File: src/rtl/pc_redirect_ctrl.sv
// ---------------------------------------------------------------------------
// pc_redirect_ctrl
//
// Central sequencer for the fetch PC and its branch predictor. Every cycle it
// chooses whether the PC follows the predicted path, holds, or loads a
// redirect address, and raises the matching stall/flush controls.
// Redirect sources are:
//   - branch mispredict
//   - interrupt entry (through a one-cycle TAKE state that loads the vector)
//   - return-from-interrupt (ERET)
//   - halt
// It also owns the EPC register and the served-interrupt id.
//
// Ports
//   clk, rst_n        clock, asynchronous active-low reset
//   halt_i            halt syscall resolved in EX
//   load_use_i        load-use hazard detected in ID
//   mispred_i         EX branch disagrees with prediction
//   mispred_target_i  correct next PC for the mispredicted branch
//   ex_valid_i        EX holds a real (non-bubble) instruction
//   ex_pc_i           PC of the EX instruction
//   eret_i            ERET resolved in EX
//   irq_i             level-sensitive interrupt requests (index 0 highest)
//   irq_en_i          per-line interrupt enable mask
//   pc_en_o           PC register load enable           (combinational)
//   pc_sel_o          0 = predicted PC, 1 = redirect    (combinational)
//   redirect_addr_o   redirect target                   (combinational)
//   stall_o           hold IF/ID                        (combinational)
//   flush_if_id_o     squash IF/ID                      (combinational)
//   flush_id_ex_o     bubble into ID/EX                 (combinational)
//   flush_ex_o        squash the EX instruction         (combinational)
//   epc_o             saved return PC                   (registered)
//   in_isr_o          handler executing                 (registered)
//   irq_ack_o         one-hot pulse on handler return   (registered)
//   halted_o          core halted                       (registered)
// ---------------------------------------------------------------------------
module pc_redirect_ctrl #(
    parameter int                ADDR_W     = 10,
    parameter int                IRQ_N      = 3,
    parameter logic [ADDR_W-1:0] VEC_BASE   = 'h3C0,
    parameter int                VEC_STRIDE = 16
) (
    input  logic              clk,
    input  logic              rst_n,
    input  logic              halt_i,
    input  logic              load_use_i,
    input  logic              mispred_i,
    input  logic [ADDR_W-1:0] mispred_target_i,
    input  logic              ex_valid_i,
    input  logic [ADDR_W-1:0] ex_pc_i,
    input  logic              eret_i,
    input  logic [IRQ_N-1:0]  irq_i,
    input  logic [IRQ_N-1:0]  irq_en_i,
    output logic              pc_en_o,
    output logic              pc_sel_o,
    output logic [ADDR_W-1:0] redirect_addr_o,
    output logic              stall_o,
    output logic              flush_if_id_o,
    output logic              flush_id_ex_o,
    output logic              flush_ex_o,
    output logic [ADDR_W-1:0] epc_o,
    output logic              in_isr_o,
    output logic [IRQ_N-1:0]  irq_ack_o,
    output logic              halted_o
);

    localparam int ID_W = (IRQ_N > 1) ? $clog2(IRQ_N) : 1;

    typedef enum logic [1:0] {
        S_RUN,
        S_TAKE,
        S_ISR,
        S_HALT
    } state_t;

    state_t            r_state;
    logic [ADDR_W-1:0] r_epc;
    logic [ID_W-1:0]   r_id;
    logic              r_in_isr;
    logic [IRQ_N-1:0]  r_irq_ack;
    logic              r_halted;

    logic [IRQ_N-1:0]  w_pending;
    logic [ID_W-1:0]   w_pend_id;
    logic              w_take;
    logic              w_eret;
    logic [ADDR_W-1:0] w_vec_addr;

    assign w_pending = irq_i & irq_en_i;

    // Lowest pending index wins: scan downwards so the last hit is the lowest.
    always_comb begin
        w_pend_id = '0;
        for (int i = IRQ_N - 1; i >= 0; i--) begin
            if (w_pending[i]) begin
                w_pend_id = ID_W'(i);
            end
        end
    end

    // Interrupt entry waits for a real EX instruction so EPC never names a bubble.
    assign w_take = (r_state == S_RUN) && !halt_i && !mispred_i &&
                    (|w_pending) && ex_valid_i;

    // A same-cycle mispredict means the ERET is on a squashed path; drop it.
    assign w_eret = (r_state == S_ISR) && !halt_i && !mispred_i && eret_i;

    assign w_vec_addr = VEC_BASE + ADDR_W'(int'(r_id) * VEC_STRIDE);

    always_comb begin
        pc_en_o         = 1'b1;
        pc_sel_o        = 1'b0;
        redirect_addr_o = '0;
        stall_o         = 1'b0;
        flush_if_id_o   = 1'b0;
        flush_id_ex_o   = 1'b0;
        flush_ex_o      = 1'b0;
        case (r_state)
            S_HALT: begin
                pc_en_o = 1'b0;
            end
            S_TAKE: begin
                // Vector load; mispredict and load-use are meaningless here
                // because the younger stages were all squashed on entry.
                pc_sel_o        = 1'b1;
                redirect_addr_o = w_vec_addr;
                flush_if_id_o   = 1'b1;
                flush_id_ex_o   = 1'b1;
            end
            default: begin
                if (halt_i) begin
                    pc_en_o       = 1'b0;
                    flush_if_id_o = 1'b1;
                    flush_id_ex_o = 1'b1;
                end else if (mispred_i) begin
                    pc_sel_o        = 1'b1;
                    redirect_addr_o = mispred_target_i;
                    flush_if_id_o   = 1'b1;
                    flush_id_ex_o   = 1'b1;
                end else if (w_eret) begin
                    pc_sel_o        = 1'b1;
                    redirect_addr_o = r_epc;
                    flush_if_id_o   = 1'b1;
                    flush_id_ex_o   = 1'b1;
                end else if (w_take) begin
                    // The EX instruction becomes the return point, so it must
                    // not retire now; everything younger is squashed too.
                    pc_en_o       = 1'b0;
                    flush_if_id_o = 1'b1;
                    flush_id_ex_o = 1'b1;
                    flush_ex_o    = 1'b1;
                end else if (load_use_i) begin
                    pc_en_o       = 1'b0;
                    stall_o       = 1'b1;
                    flush_id_ex_o = 1'b1;
                end
            end
        endcase
    end

    always_ff @(posedge clk or negedge rst_n) begin
        if (!rst_n) begin
            r_state   <= S_RUN;
            r_epc     <= '0;
            r_id      <= '0;
            r_in_isr  <= 1'b0;
            r_irq_ack <= '0;
            r_halted  <= 1'b0;
        end else begin
            r_irq_ack <= '0;
            case (r_state)
                S_RUN: begin
                    if (halt_i) begin
                        r_state  <= S_HALT;
                        r_halted <= 1'b1;
                    end else if (w_take) begin
                        r_state <= S_TAKE;
                        r_epc   <= ex_pc_i;
                        r_id    <= w_pend_id;
                    end
                end
                S_TAKE: begin
                    r_state  <= S_ISR;
                    r_in_isr <= 1'b1;
                end
                S_ISR: begin
                    if (halt_i) begin
                        r_state  <= S_HALT;
                        r_halted <= 1'b1;
                    end else if (w_eret) begin
                        r_state   <= S_RUN;
                        r_in_isr  <= 1'b0;
                        r_irq_ack <= IRQ_N'(1) << r_id;
                    end
                end
                default: begin
                    r_state <= S_HALT;
                end
            endcase
        end
    end

    assign epc_o     = r_epc;
    assign in_isr_o  = r_in_isr;
    assign irq_ack_o = r_irq_ack;
    assign halted_o  = r_halted;

endmodule

File: config.mk
export PLATFORM = sky130hd
export DESIGN_NAME = pc_redirect_ctrl
export DESIGN_NICKNAME = d
export VERILOG_FILES = /design/src/rtl/pc_redirect_ctrl.sv
export SDC_FILE = /design/constraint.sdc
export NUM_CORES = 1
export LEC_CHECK = 0
export BUFFER_PORTS_ARGS = -buffer_cell sky130_fd_sc_hd__buf_2
export CAP_MARGIN = 20
export CORE_MARGIN = 2
export CORE_UTILIZATION = 25
export CTS_CLUSTER_SIZE = 12
export DETAILED_ROUTE_END_ITERATION = 7
export PLACE_DENSITY = 0.57
export SETUP_SLACK_MARGIN = 0.5
export SLEW_MARGIN = 20
export SYNTH_ARGS = -nofsm -noshare
export SYNTH_HDL_FRONTEND = slang
export SYNTH_SLANG_ARGS = --single-unit
export TNS_END_PERCENT = 20
File: constraint.sdc
create_clock -name clk -period 4.7 [get_ports clk]
set_input_delay 0.705 -clock clk [delete_from_list [all_inputs] [get_ports clk]]
set_output_delay 0.705 -clock clk [all_outputs]
set_load 0.01 [all_outputs]
==> results.json, run 1 <==
{
  "synth_commonest_cells": "19 x dfrtp_1, 9 x nand2_1, 7 x mux2_4",
  "worst_path_dominant_cell_family": "simple AND/OR/NAND/NOR gates",
  "first_pass_iters": 4,
  "clock_latency_ns": 0.25,
  "hold_buffers": 0,
  "synth_seq_area_share_pct": 46.6,
  "cts_tree": "done",
  "grt_setup_unrepaired": "no",
  "finalHoldViolCount": 0,
  "num-fill-cells": 425,
  "period_share_pct": 64.6,
  "post_cts_resized": 0,
  "max-vdd-ir-drop_uv": 101,
  "grt_max_degree": 20,
  "status": "finished clean",
  "dieHeight_um": 67.9,
  "synth_ff_type": "dfrtp_1",
  "fmax_ghz": 0.329,
  "clock_sinks": 19,
  "rows": 23,
  "initial_utilization_pct": 25.7,
  "synth_edf_count": 0,
  "worst_path_most_repeated_cell": "buf_2",
  "place_hpwl_mm": 2.36,
  "place_inst": 201,
  "slew_violations": 0,
  "numPortBuffers": 63,
  "grt.overflow.total": 0,
  "die_area_mm2": 0.00461,
  "crit_start": "mispred_i",
  "fin_cells": 205,
  "slowest_stage": "or3_1",
  "crit_arrival_ns": 2.33,
  "slew_headroom_pct": 50.7,
  "clockRootBuffer": "clkbuf_8",
  "cts_buffer_depth": 2,
  "coreArea_mm2": 0.00397,
  "synth_top_area_share_pct": 46.6,
  "crit_chain": "buf_2, or3_1, or3_4, clkinv_2, o311ai_0, buf_2",
  "yosysTopAreaCell": "dfrtp_1",
  "die_w_um": 67.9,
  "reg2reg_depth": 4,
  "slowest_delay_ns": 0.45,
  "fin_nets": 189,
  "post-route-min-period_ns": 3.04,
  "reg2reg_slack_ns": 2.60,
  "syn_avg_cell_area_um2": 10.8,
  "diodes": 0,
  "track_usage_pct": 13.6,
  "synth_area_mm2": 0.00102,
  "power_density_mw_per_mm2": 235,
  "tns_ns": 0,
  "path_clk_slew_ns": 0.07,
  "grt_pass1_vias": 993,
  "hold_path.class": "input port to async pin",
  "place_ws_ns": 1.66,
  "vias": 1013,
  "ys_top_cells_by_area": "dfrtp_1 47%, mux2_4 10%, a221o_1 5.9%",
  "r2r_end": "epc_o[2]",
  "placed_cell_area_mm2": 0.00135,
  "drv_cap": 0,
  "synthesis.instances": 94,
  "ant_nets": 0,
  "multiInputGateArea_um2": 480,
  "p_leak_uw": 0.000775,
  "seq_area_um2": 475,
  "end_kind": "primary output",
  "routed_via_density": 4.94,
  "synth_nets": 127,
  "area_delta_synth_final_pct": 36.8,
  "drt-wirelength-per-cell_um": 14.4,
  "r2r-start": "r_state[0]",
  "num_io_pins": 64,
  "synth_cell_types": 31,
  "finClkSkew_ns": 0.000356,
  "final_area_mm2": 0.00140,
  "finalWorstSetupSlack_ns": 1.66,
  "post-synth-top-count-cell": "dfrtp_1",
  "crit_buf_inv": 3,
  "critPathRequiredTime_ns": 3.99,
  "cts_setup_buffers": 0,
  "ctsHtreeMaxLevel": 1,
  "drive_above_1_share_pct": 51.0,
  "drtIter0Drc": 11,
  "synth_warnings": 0,
  "drc": 0,
  "tightest_slew_ns": 0.734,
  "antenna_found_initial": 0,
  "path_max_fanout": 13,
  "cp-start-kind": "input port",
  "setup_viol": 0,
  "path_class": "input port to primary output",
  "grt_pass1_wl_mm": 4.79,
  "async_flop_share_pct": 100,
  "drt_wl_total_mm": 2.95,
  "cts_made_buffers": 3,
  "gp_congestion": 0.780,
  "synth-seq-cells": 19
}
==> flip-flops by register name, indices dropped and copies added (netlist names) <==
register / flops
epc_o: 10
irq_ack_o: 3
r_id: 2
r_state: 2
halted_o: 1
in_isr_o: 1
==> stage by stage <==
step	power, uW	hold WS (ns)	util, %
after floorplan	192	0.409	-
after global placement	217	0.441	34.0
after detailed placement	218	0.441	34.0
after CTS	331	0.403	35.1
after global routing	345	0.424	35.1
final	327	0.386	35.1
==> kinds of logic after synthesis <==
group / synth area share [%]
AOI/OAI and AO/OA: 16.3
DFF: 46.6
and+or+nand+nor: 17.2
buffers and inverters: 6.26
muxes: 13.6
==> how the worst max path moves through the flow <==
stage / depth (start not counted) / end / slack [ns]
2_1_floorplan: 7 / pc_en_o / 1.88
3_3_place_gp: 6 / pc_en_o / 1.73
3_5_place_dp: 6 / pc_en_o / 1.66
4_1_cts: 6 / pc_en_o / 1.65
5_1_grt: 6 / pc_en_o / 1.49
6_report: 6 / pc_en_o / 1.66
==> worst register-to-register path, cell delays in order (launching register included) <==
cell and delay (ns):
dfrtp_1 0.46, or3_1 0.49, or3_4 0.45, clkinv_2 0.22, mux2_2 0.37
==> report_power, final <==
part / internal, uW / switching (uW)
clock network: 60.1 / 53.0
registers: 170 / 4.41
logic: 20.3 / 19.5
total: 250 / 76.9
==> cell type report <==
type                            count  area share, %
Sequential cell                    19           34.1
Timing Repair Buffer               63           22.6
Clock buffer                        4           3.23
Multi-Input combinational cell     65           34.4
Tap cell                           50           4.48
Inverter                            4           1.17
==> layout by cell type, fill, tap and decap left out <==
cell type / n
nand3_1: 5
dfrtp_1: 19
a21oi_1: 5
a222oi_1: 1
or3_4: 1
o21ai_0: 1
o32a_1: 1
o311ai_0: 1
or3_1: 1
a32oi_1: 1
nor2b_1: 1
nand2_1: 9
o32ai_1: 1
clkinv_2: 1
a221o_1: 6
and4_1: 1
mux2_4: 7
and3_1: 3
nor3_1: 5
a22oi_1: 2
nor2_1: 4
and2_1: 2
inv_1: 3
clkbuf_8: 3
buf_2: 63
mux2_2: 3
clkbuf_1: 1
nand2b_1: 1
or2_2: 1
a21o_1: 2
==> layer usage <==
layer / vias up / routed length, um / track usage (%)
met1: 496 / 1270 / 18.3
met3: 2 / 221 / 2.47
met5: - / 0 / 0
li1: 473 / - / -
met2: 42 / 1460 / 22.9
met4: 0 / 10 / 3.00
Note: power is estimated with default switching activity, not from simulation.
==> run 2, diff against run 1 <==
==> constraint.sdc (replaced) <==
create_clock -name clk -period 3.16 [get_ports clk]
set_input_delay 0.474 -clock clk [delete_from_list [all_inputs] [get_ports clk]]
set_output_delay 0.474 -clock clk [all_outputs]
set_load 0.01 [all_outputs]
==> run 2 against run 1 <==
Wire length increased by 1.8%. Sequential power is 49% higher. Clock skew up 0.0036 ns. Combinational power is 49% higher. Count of clock-buffer cells in the layout unchanged. Hold slack got worse by 0.24 ns. Total power rose by 50%. First-iteration DRC count shrank 9.1%. Utilization grew 0.22 points. Non-clock buffer count did not move. Register-to-register slack got worse by 1.4 ns. Global-route usage unchanged.
==> results.json, run 2 (synthesis gave the netlist of run 1 again) <==
{
  "cts_made_buffers": 3,
  "path_max_fanout": 13,
  "grt_pass1_vias": 993,
  "fin_nets": 189,
  "drive_above_1_share_pct": 51.6,
  "die_area_mm2": 0.00461,
  "cts_tree": "done",
  "post-route-min-period_ns": 2.55,
  "grt_setup_unrepaired": "no",
  "cts_buffer_depth": 2,
  "initial_utilization_pct": 25.7,
  "power_density_mw_per_mm2": 349,
  "vias": 1019,
  "grt.overflow.total": 0,
  "ctsHtreeMaxLevel": 1,
  "finClkSkew_ns": 0.00394,
  "tightest_slew_ns": 0.737,
  "critPathRequiredTime_ns": 2.69,
  "setup_viol": 0,
  "numPortBuffers": 63,
  "finalWorstSetupSlack_ns": 0.612,
  "path_clk_slew_ns": 0.08,
  "finalHoldViolCount": 0,
  "coreArea_mm2": 0.00397,
  "period_share_pct": 80.6,
  "drv_cap": 0,
  "clock_latency_ns": 0.25,
  "end_kind": "primary output",
  "area_delta_synth_final_pct": 37.7,
  "num-fill-cells": 426,
  "drt-wirelength-per-cell_um": 14.7,
  "status": "finished clean",
  "fmax_ghz": 0.392,
  "dieHeight_um": 67.9,
  "clockRootBuffer": "clkbuf_8",
  "die_w_um": 67.9,
  "rows": 23,
  "slew_violations": 0,
  "max-vdd-ir-drop_uv": 153,
  "grt_pass1_wl_mm": 4.79,
  "hold_path.class": "input port to async pin",
  "path_class": "register to primary output",
  "final_common_cell": "buf_2",
  "crit_arrival_ns": 2.07,
  "drc": 0,
  "track_usage_pct": 13.6,
  "grt_max_degree": 20,
  "drt_wl_total_mm": 3.01,
  "gp_congestion": 0.780,
  "p_leak_uw": 0.000776,
  "first_pass_iters": 4,
  "slew_headroom_pct": 50.5,
  "tns_ns": 0,
  "cp-start-kind": "register",
  "cts_setup_buffers": 0,
  "ant_nets": 0,
  "clock_sinks": 19,
  "routed_via_density": 4.97,
  "layout_common_cells": "63 x buf_2, 19 x dfrtp_1, 9 x nand2_1, 7 x mux2_4, 6 x a221o_1",
  "place_hpwl_mm": 2.36,
  "place_ws_ns": 0.582,
  "num_io_pins": 64,
  "antenna_found_initial": 0,
  "fin_util_pct": 35.3,
  "diodes": 0,
  "largest_register_ff_count": 10,
  "reg2reg_slack_ns": 1.20,
  "drtIter0Drc": 10,
  "fin_hold_ws_ns": 0.150
}
-- run 2: cell count changes in the layout (fill, tap and decap cells not counted) --
cell,change
or3_4,+1
or3_1,-1
clkinv_4,+1
clkinv_2,-1
-- run 2: what timing repair did --
item	in CTS	in global routing
hold buffers	0	0
pin swaps	0	0
gates resized for setup	1	1
setup endpoints to repair	1	2
endpoints found under the hold margin	0	0
-- run 2: worst paths after layout --
kind	start	endpoint	cells past startpoint
setup / recovery	r_state[0]	pc_en_o	5
setup reg to reg	r_state[0]	epc_o[2]	4
max in group asynchronous	rst_n	epc_o[1]	1
hold reg to reg	halted_o	halted_o	1
min in group clk	ex_pc_i[7]	epc_o[7]	2
hold / removal	rst_n	in_isr_o	1
-- run 2: stage by stage --
step	instances	instance area (um^2)	power, uW
2_1_floorplan	94	1020	285
3_3_place_gp	201	1350	323
3_5_place_dp	201	1350	324
4_1_cts	205	1400	492
5_1_grt	205	1400	513
6_report	205	1400	490
-- run 2: layout make-up --
| cell class | instances | area [um^2] | share of cell area, % |
|---|---|---|---|
| timing repair buffer | 63 | 315 | 22.5 |
| inverter | 4 | 20.0 | 1.43 |
| multi-input combinational | 65 | 485 | 34.6 |
| clock buffer | 4 | 45.0 | 3.21 |
| sequential | 19 | 475 | 33.9 |
| tap | 50 | 62.6 | 4.46 |
-- run 2: per-layer routing --
| layer | track usage [%] | vias up | part of all wire, % |
|---|---|---|---|
| met2 | 22.9 | 43 | 50 |
| li1 | - | 473 | - |
| met4 | 3.00 | 0 | 0.33 |
| met5 | 0 | - | 0 |
| met3 | 2.47 | 2 | 7.6 |
| met1 | 18.3 | 501 | 42 |
-- run 2: worst max-delay path, stage by stage (launching register included) --
cell	delay, ns
dfrtp_1	0.46
or3_4	0.45
or3_4	0.44
clkinv_4	0.15
o311ai_0	0.14
buf_2	0.18
-- run 2: report_power, final --
part           internal, uW  leakage (uW)  switching (uW)
Clock                  89.5     0.0000228            81.4
Sequential              253      0.000244            6.55
Combinational          30.2      0.000509            29.2
==> run 3, diff against run 2 <==
==> constraint.sdc (replaced) <==
create_clock -name clk -period 2.54 [get_ports clk]
set_input_delay 0.381 -clock clk [delete_from_list [all_inputs] [get_ports clk]]
set_output_delay 0.381 -clock clk [all_outputs]
set_load 0.01 [all_outputs]
==> run 3 against run 2 <==
Clock skew increased by 0.0065 ns. Non-clock buffer count increased by 5. Global-route usage decreased by 0.87 points. Critical path depth decreased by 1. Largest cell class unchanged. Highest routed layer unchanged.
==> results.json, run 3 (synthesis gave the netlist of run 1 again) <==
{
  "status": "finished clean",
  "crit_arrival_ns": 1.83,
  "ctsHtreeMaxLevel": 1,
  "place_hpwl_mm": 2.35,
  "cts_made_buffers": 3,
  "slew_violations": 0,
  "slew_headroom_pct": 58.8,
  "r2r-start": "r_state[0]",
  "path_max_fanout": 5,
  "dieHeight_um": 67.9,
  "hold_path.class": "input port to async pin",
  "fin_cells": 210,
  "drv_cap": 0,
  "fin_util_pct": 37.2,
  "area_delta_synth_final_pct": 45.0,
  "grt.overflow.total": 0,
  "coreArea_mm2": 0.00397,
  "hold_buffers": 0,
  "p_comb_share_pct": 12.4,
  "num_io_pins": 64,
  "drive_above_1_share_pct": 56.3,
  "vias": 1019,
  "finClkSkew_ns": 0.0104,
  "tns_ns": 0,
  "max-vdd-ir-drop_uv": 143,
  "p_sw_uw": 152,
  "diodes": 0,
  "fmax_ghz": 0.451,
  "path_clk_slew_ns": 0.08,
  "track_usage_pct": 12.8,
  "num-fill-cells": 401,
  "layout_common_cells": "63 x buf_2, 18 x dfrtp_1, 9 x nand2_1, 7 x mux2_4, 6 x a221o_1",
  "period_share_pct": 87.2,
  "place_inst": 202,
  "critPathRequiredTime_ns": 2.16,
  "initial_utilization_pct": 25.7,
  "power_density_mw_per_mm2": 414,
  "setup_viol": 0,
  "die_w_um": 67.9,
  "crit_start": "r_state[0]",
  "p_seq_share_pct": 52.6,
  "first_pass_iters": 4,
  "die_area_mm2": 0.00461,
  "rows": 23,
  "drc": 0,
  "numPortBuffers": 63,
  "ant_nets": 0,
  "cts_buffer_depth": 2,
  "p_leak_uw": 0.000812,
  "end_kind": "primary output",
  "grt_pass1_vias": 941,
  "cts_tree": "done",
  "cp-start-kind": "register",
  "grt_max_degree": 20,
  "clock_latency_ns": 0.26,
  "fin_nets": 194,
  "drt-wirelength-per-cell_um": 14.7,
  "power.total_uw": 613,
  "drtIter0Drc": 64,
  "largest_register_ff_count": 10,
  "post-route-min-period_ns": 2.22,
  "drt_wl_total_mm": 3.09,
  "routed_via_density": 4.85,
  "grt_pass1_wl_mm": 4.35,
  "path_class": "register to primary output",
  "final_common_cell": "buf_2",
  "clock_sinks": 19,
  "finalHoldViolCount": 0,
  "swShare_pct": 24.8,
  "p_clk_share_pct": 35.0,
  "gp_congestion": 0.807,
  "grt_setup_unrepaired": "yes",
  "tightest_slew_ns": 0.617,
  "p_int_uw": 461,
  "clockRootBuffer": "clkbuf_8",
  "antenna_found_initial": 0
}
==> run 3: critical path: stages, from the launching register on <==
cell,delay (ns)
dfrtp_2,0.41
or3_4,0.38
or3_4,0.44
a32oi_2,0.19
buf_2,0.16
==> run 3: repair_timing <==
action                     CTS  global route
resized for setup            3             2
hold endpoints to repair     0             0
buffers inserted             4             0
setup endpoints to repair   11            12
pin swaps                    4             1
==> run 3: layer usage <==
metal  GRT usage (%)  up-vias  share of wire (%)
met3            2.30        2                8.1
met5               0        -                  0
met1            14.3      496                 41
met4            5.75        0               0.74
met2            23.4       41                 50
li1                -      480                  -
==> run 3: final timing paths <==
| path | depth (start not counted) | endpoint | slack [ns] |
|---|---|---|---|
| setup / recovery | 4 | flush_if_id_o | 0.32 |
| hold / removal | 1 | epc_o[5] | 0.05 |
| setup reg to reg | 5 | epc_o[6] | 0.60 |
| hold reg to reg | 1 | halted_o | 0.47 |
| max in group asynchronous | 1 | r_state[0] | 2.16 |
| min in group clk | 2 | epc_o[7] | 0.35 |
==> run 3: per-stage QoR <==
| step | cell area [um^2] | hold slack [ns] | setup WS (ns) |
|---|---|---|---|
| 6_report | 1480 | 0.0532 | 0.324 |
| 3_3_place_gp | 1380 | 0.343 | 0.380 |
| 4_1_cts | 1470 | 0.0734 | 0.301 |
| 5_1_grt | 1480 | 0.0919 | 0.296 |
| 3_5_place_dp | 1380 | 0.354 | 0.333 |
| 2_1_floorplan | 1050 | 0.0854 | 0.526 |
==> run 3: layout make-up <==
cell class                      count  area (um^2)  share of cell area (%)
Inverter                            4         27.5                    1.86
Timing Repair Buffer               68          353                    23.9
Clock buffer                        3         41.3                    2.79
Clock inverter                      1         5.00                   0.338
Multi-Input combinational cell     65          513                    34.7
Tap cell                           50         62.6                    4.23
Sequential cell                    19          477                    32.2
==> run 3: power by group through the flow <==
stage | sequential [uW] | combinational (uW) | clock [uW]
floorplan | 333 | 21.8 | 0
global route | 324 | 83.9 | 231
global placement | 328 | 74.3 | 0
CTS | 322 | 76.7 | 216
detailed placement | 328 | 76.3 | 0
finish | 322 | 76.0 | 215
